===== src/rtl/pipeline_hazard_controller.sv =====
`default_nettype none
// ============================================================================
//  Module   : pipeline_hazard_controller
//  Brief    : Stall/flush sequencer for a five-stage pipeline. It handles
//             load-use bubbles, wrong-path squash on redirect, and freezing
//             on data-memory busy. It also runs a halt/drain handshake and
//             keeps saturating stall and flush counters.
//  Revision : 1.0  initial release
// ============================================================================
module pipeline_hazard_controller #(
    parameter int DRAIN_CYCLES  = 4,
    parameter int COUNTER_WIDTH = 16
) (
    input  logic                     clock,
    input  logic                     reset,
    input  logic [4:0]               decodeRs1,
    input  logic [4:0]               decodeRs2,
    input  logic                     decodeUsesRs1,
    input  logic                     decodeUsesRs2,
    input  logic [4:0]               executeRd,
    input  logic                     executeMemoryRead,
    input  logic                     redirect,
    input  logic                     memoryBusy,
    input  logic                     haltRequest,
    output logic                     pcWriteEnable,
    output logic                     fetchToDecodeWriteEnable,
    output logic                     fetchToDecodeFlush,
    output logic                     decodeToExecuteWriteEnable,
    output logic                     decodeToExecuteFlush,
    output logic                     executeToMemoryWriteEnable,
    output logic                     executeToMemoryFlush,
    output logic                     memoryToWriteBackFlush,
    output logic                     halted,
    output logic [1:0]               controllerState,
    output logic [COUNTER_WIDTH-1:0] stallCycles,
    output logic [COUNTER_WIDTH-1:0] flushCount
);

    localparam logic [1:0] c_RUN      = 2'd0;
    localparam logic [1:0] c_MEM_WAIT = 2'd1;
    localparam logic [1:0] c_DRAIN    = 2'd2;
    localparam logic [1:0] c_HALTED   = 2'd3;

    localparam int c_DRAIN_WIDTH = (DRAIN_CYCLES > 1) ? $clog2(DRAIN_CYCLES) : 1;
    localparam logic [c_DRAIN_WIDTH-1:0] c_DRAIN_LOAD = c_DRAIN_WIDTH'(DRAIN_CYCLES - 1);

    logic [1:0]               r_state;
    logic [1:0]               w_nextState;
    logic [c_DRAIN_WIDTH-1:0] r_drainCount;
    logic [c_DRAIN_WIDTH-1:0] w_nextDrainCount;
    logic [COUNTER_WIDTH-1:0] r_stallCycles;
    logic [COUNTER_WIDTH-1:0] r_flushCount;
    logic                     r_halted;
    logic                     w_loadUse;
    logic                     w_acceptRedirect;
    logic                     w_stallCycle;

    assign w_loadUse = executeMemoryRead && (executeRd != 5'd0) &&
                       (((executeRd == decodeRs1) && decodeUsesRs1) ||
                        ((executeRd == decodeRs2) && decodeUsesRs2));

    // Redirects are not accepted while memory is busy or while halted.
    assign w_acceptRedirect = redirect && !memoryBusy && (r_state != c_HALTED);

    // PC holds in RUN/MEM_WAIT are stalls; drain holds are intentional and not counted.
    assign w_stallCycle = !pcWriteEnable && ((r_state == c_RUN) || (r_state == c_MEM_WAIT));

    assign controllerState = r_state;
    assign halted          = r_halted;
    assign stallCycles     = r_stallCycles;
    assign flushCount      = r_flushCount;

    // Pipeline register controls in priority order: halted, busy, redirect, load-use, drain.
    always_comb begin
        pcWriteEnable              = 1'b1;
        fetchToDecodeWriteEnable   = 1'b1;
        fetchToDecodeFlush         = 1'b0;
        decodeToExecuteWriteEnable = 1'b1;
        decodeToExecuteFlush       = 1'b0;
        executeToMemoryWriteEnable = 1'b1;
        executeToMemoryFlush       = 1'b0;
        memoryToWriteBackFlush     = 1'b0;
        if (r_state == c_HALTED) begin
            pcWriteEnable      = 1'b0;
            fetchToDecodeFlush = 1'b1;
        end else if (memoryBusy) begin
            pcWriteEnable              = 1'b0;
            fetchToDecodeWriteEnable   = 1'b0;
            decodeToExecuteWriteEnable = 1'b0;
            executeToMemoryWriteEnable = 1'b0;
            memoryToWriteBackFlush     = 1'b1;
        end else if (redirect) begin
            fetchToDecodeFlush   = 1'b1;
            decodeToExecuteFlush = 1'b1;
            executeToMemoryFlush = 1'b1;
        end else if (w_loadUse) begin
            pcWriteEnable            = 1'b0;
            fetchToDecodeWriteEnable = 1'b0;
            decodeToExecuteFlush     = 1'b1;
        end else if (r_state == c_DRAIN) begin
            // PC holds so the squashed fetch is refetched on resume.
            pcWriteEnable      = 1'b0;
            fetchToDecodeFlush = 1'b1;
        end
    end

    // Next state and drain countdown.
    always_comb begin
        w_nextState      = r_state;
        w_nextDrainCount = r_drainCount;
        case (r_state)
            c_RUN: begin
                if (memoryBusy) begin
                    w_nextState = c_MEM_WAIT;
                end else if (haltRequest) begin
                    w_nextState      = c_DRAIN;
                    w_nextDrainCount = c_DRAIN_LOAD;
                end
            end
            c_MEM_WAIT: begin
                if (!memoryBusy) begin
                    if (haltRequest) begin
                        w_nextState      = c_DRAIN;
                        w_nextDrainCount = c_DRAIN_LOAD;
                    end else begin
                        w_nextState = c_RUN;
                    end
                end
            end
            c_DRAIN: begin
                if (!haltRequest) begin
                    w_nextState = memoryBusy ? c_MEM_WAIT : c_RUN;
                end else if (memoryBusy) begin
                    w_nextState = c_DRAIN;
                end else if (r_drainCount == '0) begin
                    w_nextState = c_HALTED;
                end else if (!(w_loadUse && !redirect)) begin
                    w_nextDrainCount = r_drainCount - c_DRAIN_WIDTH'(1);
                end
            end
            c_HALTED: begin
                if (!haltRequest) begin
                    w_nextState = c_RUN;
                end
            end
            default: begin
                w_nextState = c_RUN;
            end
        endcase
    end

    // State, drain count, halted flag and saturating event counters.
    always_ff @(posedge clock) begin
        if (!reset) begin
            r_state       <= c_RUN;
            r_drainCount  <= '0;
            r_stallCycles <= '0;
            r_flushCount  <= '0;
            r_halted      <= 1'b0;
        end else begin
            r_state      <= w_nextState;
            r_drainCount <= w_nextDrainCount;
            r_halted     <= (w_nextState == c_HALTED);
            if (w_stallCycle && !(&r_stallCycles)) begin
                r_stallCycles <= r_stallCycles + COUNTER_WIDTH'(1);
            end
            if (w_acceptRedirect && !(&r_flushCount)) begin
                r_flushCount <= r_flushCount + COUNTER_WIDTH'(1);
            end
        end
    end

endmodule
`default_nettype wire

===== config.mk =====
export PLATFORM = sky130hd
export DESIGN_NAME = pipeline_hazard_controller
export DESIGN_NICKNAME = d
export VERILOG_FILES = /design/src/rtl/pipeline_hazard_controller.sv
export SDC_FILE = /design/constraint.sdc
export NUM_CORES = 1
export LEC_CHECK = 0
export CAP_MARGIN = 20
export CORE_UTILIZATION = 25
export CTS_CLUSTER_SIZE = 20
export DETAILED_ROUTE_END_ITERATION = 7
export GPL_TIMING_DRIVEN = 0
export REMOVE_ABC_BUFFERS = 1
export SLEW_MARGIN = 5
export SYNTH_ARGS = -nofsm -noshare
export SYNTH_HDL_FRONTEND = slang
export SYNTH_SLANG_ARGS = --single-unit

===== constraint.sdc =====
create_clock -name clock -period 2.25 [get_ports clock]
set_input_delay 0.225 -clock clock [delete_from_list [all_inputs] [get_ports clock]]
set_output_delay 0.225 -clock clock [all_outputs]
set_load 0.05 [all_outputs]

Word-level counts from Yosys, hierarchy flattened
Cells that the tools add are included.

word-level totals
  register bits = 37
  bits in latches = 0
  memory bits (writable) = 0
  memory bits (read-only) = 0
  input port bits = 23
  output and inout bits = 43
  logic and storage cells = 88
  memories = 0

operators by class
  add/subtract/negate cells = 3
  $mul = 0
  divide/modulo/power cells = 0
  $lt $le $gt $ge = 0
  equality and inequality tests = 13
  shifts and indexed selects = 0
  muxes and demuxes = 42
  bitwise gates (word level) = 0
  reductions and logical operators = 25

operators with widths
  kind                                                   count
  adder 16 x 1 -> 16 bit, second input constant          2
  AND reduction 16 bit                                   2
  2-to-1 mux 2 bit                                       14
  2-to-1 mux 1 bit                                       26
  inequality test 2 bit, second input constant           6
  equality test 5 bit                                    2
  logical AND 1 bit                                      10
  case mux 2 bit (4 select lines)                        1
  AND reduction 7 bit                                    1
  equality test 2 bit, second input constant             3
  logical NOT 1 bit                                      5
  nonzero test 5 bit                                     1
  logical NOT 2 bit                                      2
  case mux 2 bit (2 select lines)                        1
  equality test 2 x 1 -> 1 bit, second input constant    1
  logical OR 1 bit                                       2
  inequality test 2 x 1 -> 1 bit, second input constant  1
  nonzero test 2 bit                                     1
  OR reduction 2 bit                                     1
  subtractor 2 x 1 -> 2 bit, second input constant       1

Longest topological paths before layout
  depth after elaboration = 11
  depth in mapped cells = 8
  gate-level depth less buffers = 7

Worst setup path before layout
Ideal clock, no wire load.

  kind = input port to output port
  start = in executeRd[1]
  end = out decodeToExecuteFlush
  data arrival time = 2.158 ns
  required time = 2.025 ns
  slack = -0.133 ns
  stages = 5
  buffers on the path = 0
  cells stage by stage = xnor2_1 -> nand4_1 -> o22ai_1 -> or2b_1 -> a21boi_0

on the way
  longest elaborated chain between the ends = 8
  elaborated cells on any way between the ends = 12
  those cells by class = eq/ne: 2; mux: 4; reduce/logical: 6

RTL lines
  element                                        RTL line  RTL
  from (decl)                                    20        input logic [4:0] executeRd,
  equality test 5 bit, on equally long branches  59, 60
  logical AND 1 bit, on equally long branches    59, 60
  logical OR 1 bit                               59        (((executeRd == decodeRs1) && decodeUsesRs1) ||
  logical AND 1 bit (*)                          58        assign w_loadUse = executeMemoryRead && (executeRd != 5'd0) &&
  2-to-1 mux 1 bit (*)                           96        end else if (w_loadUse) begin
  2-to-1 mux 1 bit (*)                           92        end else if (redirect) begin
  2-to-1 mux 1 bit (*)                           86        end else if (memoryBusy) begin
  2-to-1 mux 1 bit (*)                           83        if (r_state == c_HALTED) begin
  to (decl)                                      29        output logic decodeToExecuteFlush,

Every way passes the cells marked *; elsewhere a longest branch is shown, timed or not.

Final worst setup path
  start = in executeRd[1]
  end = out fetchToDecodeFlush

on the way
  longest elaborated chain between the ends = 8
  elaborated cells on any way between the ends = 12
  those cells by class = eq/ne: 2; mux: 4; reduce/logical: 6

RTL lines
  element                                        RTL line  RTL
  equality test 5 bit, on equally long branches  59, 60
  logical AND 1 bit, on equally long branches    59, 60
  logical OR 1 bit                               59
  logical AND 1 bit (*)                          58
  2-to-1 mux 1 bit (*)                           96
  2-to-1 mux 1 bit (*)                           92
  2-to-1 mux 1 bit (*)                           86
  2-to-1 mux 1 bit (*)                           83
  to (decl)                                      27        output logic fetchToDecodeFlush,

Marks and branches as above.

==> qor.csv <==
stage,metric,value,unit
synth,async_reset_ff_frac,0,
global_routing,antenna_found_initial,0,
synth,synth-seq-cells,37,
layout,drive_above_1_share,0.0949,
layout,diodes,0,
die,fp-row-count,32,
place,globalplace.congestion,0.810,
layout,final_cell_count_no_fill,418,
worst_setup_path,crit_fanout,5,
place,dp_hpwl,3880,µm
global_routing,grt_pass1_wl,9450,µm
routing,routed_via_density,5.07,
sta,timing.final.crit_share,0.957,
layout,syn2layout_area_growth,44.1,%
power_and_ir_drop,irDropWorstVdd,0.223,mV
power_and_ir_drop,p_per_area,518,mW/mm²
synth,synth-simple-area-share,0.299,
synth,synth-main-ff-cell,dfxtp_1,
hold_path,hold_path.class,input port to register,
synth,synth_common_cells,"37 x dfxtp_1, 27 x nand2_1, 22 x nor2_1, 15 x a21oi_1, 15 x nand3_1",
sta,relSlewSlack,0.500,
die,core-area,0.00785,mm²
synth,seq_area_frac_synth,0.361,
synth,yosys_warnings,0,
global_routing,overflow,0,
layout,nets,341,
synth,synth_adder_area_share,0.0183,
synth,yosysTopAreaCellShare,0.361,
worst_setup_path,end_kind,output pin,
routing,drc_errors,0,
synth,synth.most_common_cell,dfxtp_1,
clocking,htreeDepth,2,
sta,final.setup_skew,7.61,ps
routing,vias,2119,
die,io_pins,66,
run,drv_cap,0,
global_routing,grt_pass1_vias,1970,
synth,synth-edff-count,0,
place,dp.cells,405,
clocking,postCtsHoldBufs,0,
sta,setup_ws,96.0,ps
sta,rsz0062_at_grt,false,
layout,postLayoutCellArea,0.00295,mm²
worst_setup_path,path_class,input port to output pin,
routing,drt-pass1-iter-count,4,
place,post-place-ws,-1310,ps
worst_setup_path,critPathRequiredTime,2030,ps
sta,hold_viol_final,0,
synth,synth_area,0.00205,mm²
outcome,status,"finished, final reports clean",
sta,worst_pin_slew,747,ps
clocking,clk_path_buf_depth,2,
clocking,worstSkewPairLatency,290,ps
routing,drt_iter0_markers,103,
worst_setup_path,cpPeakStageDelay,560,ps
power_and_ir_drop,p_leak,1.04,nW
sta,finalSetupViolations,0,
synth,synth_xor_area_frac,0.0940,
worst_setup_path,crit_chain,"dlygate4sd2_1, or4_4, o21ai_4, nor2_4, a21o_1, o221ai_1, buf_4",
global_routing,grt_max_degree,27,
synth,synth_cell_types,47,
die,die_w,92.5,µm
worst_setup_path,arrival,1930,ps
worst_setup_path,cp.buffers_inverters,2,
synth,synth.avg_cell_area,8.23,µm²
worst_setup_path,startpoint_type,input port,
die,start_util,0.261,
die,die_area,0.00856,mm²
worst_setup_path,cp_top_family,simple AND/OR/NAND/NOR gates,
die,die_h,92.5,µm
place,port_buffers,65,
power_and_ir_drop,power,1.53,mW
synth,muxShareOfSynthArea,0.0342,
routing,routed_wl,5650,µm
synth,yosys-top-cells-area,"dfxtp_1 36%, xnor2_1 6.0%, nand2_1 4.9%, nor2_1 4.0%, a21oi_1 3.7%",
routing,wl_per_cell,13.5,µm
global_routing,grtUsageTotal,0.137,
place,placed_area,0.00277,mm²
clocking,cts_root_buf,clkbuf_8,
clocking,tritoncts,done,
sta,holdWs,435,ps
clocking,numCtsBuffers,5,
synth,netlist_instances,249,
routing,ant_nets,0,
synth,synth_compound_area_frac,0.147,
synth,synth_top_family_by_area,simple AND/OR/NAND/NOR gates,
sta,finalMaxSlewViolations,0,
clocking,path_clk_slew,70,ps
worst_setup_path,ff2ff_setup_slack,220,ps
sta,fmax,0.464,GHz
clocking,cts_sinks,37,
worst_setup_path,slowest_stage,or4_4,
synth,yosysTopAreaCell,dfxtp_1,
sta,fin_crit,2150,ps
[through the flow]
stage | TNS, ps | util
after floorplan | -238 | -
final | 0 | 0.376
after global routing | 0 | 0.376
after CTS | -18.3 | 0.375
after detailed placement | -13640 | 0.352
after global placement | -12770 | 0.352
[worst register-to-register path: stages, from the launching register on]
cell and delay (ps):
dfxtp_1 440, ha_1 290, nand4_1 140, nor3_1 290, a21oi_1 280, and3_1 270, xnor2_1 130, nor2_1 50
[sequential cells by signal, summed over array words and instances (netlist names)]
signal and cells:
halted 1, controllerState 2, flushCount 16, stallCycles 16
r_drainCount 2
[worst paths after layout]
check	start	end	cells past startpoint
worst max-delay path	executeRd[1]	fetchToDecodeFlush	7
worst min-delay path	memoryBusy	controllerState[0]	3
worst max register to register	flushCount[1]	flushCount[6]	7
worst min register to register	stallCycles[5]	stallCycles[5]	2
[routing by layer]
metal,GRT usage,wire length [µm]
met3,0.0353,313
met4,0.0430,65
met5,0,0
met2,0.236,2850
met1,0.166,2420
[cell usage in the layout, fill, tap and decap left out, types with 5 or more instances in the layout]
master | synthesis | final
nand2_1 | 27 | 27
or4_1 | 9 | 8
clkbuf_8 | 0 | 6
nand4_1 | 12 | 12
a21oi_1 | 15 | 14
xnor2_1 | 14 | 14
buf_4 | 3 | 6
xor2_1 | 8 | 8
mux2i_1 | 7 | 7
clkdlybuf4s50_1 | 0 | 54
inv_1 | 8 | 8
nand2b_1 | 5 | 5
dlygate4sd2_1 | 0 | 5
o31ai_1 | 8 | 8
nand3_1 | 15 | 15
dfxtp_1 | 37 | 36
o21ai_0 | 7 | 7
nor2_1 | 22 | 21
nor4_1 | 5 | 5
[cells by family after synthesis]
| family | count (synthesis) |
|---|---|
| flops | 37 |
| compound gates | 46 |
| buf+inv | 20 |
| mux | 7 |
| xor+xnor | 22 |
| simple gates | 114 |
| fa+ha+maj | 3 |
[layout make-up]
| type | count | area [µm²] |
|---|---|---|
| clock buffers | 7 | 86.3 |
| flip-flops and latches | 37 | 742 |
| clock inverters | 1 | 30.0 |
| inverters | 9 | 35.0 |
| multi-input cells | 193 | 1270 |
| fillers | 836 | 4890 |
| well taps | 102 | 128 |
| repair buffers | 69 | 664 |
[repair_timing]
item                                    in CTS  in global routing
gates resized for setup                     37                  4
setup buffers                                4                  0
pin swaps                                    4                  1
cloned                                       1                  0
endpoints found under the setup margin      19                 22
[power by group]
group          internal (mW)  switching [mW]
Sequential             0.665          0.0181
Clock                  0.362           0.236
Combinational         0.0987           0.152
Total                   1.13           0.406
(Power assumes the default switching activity.)
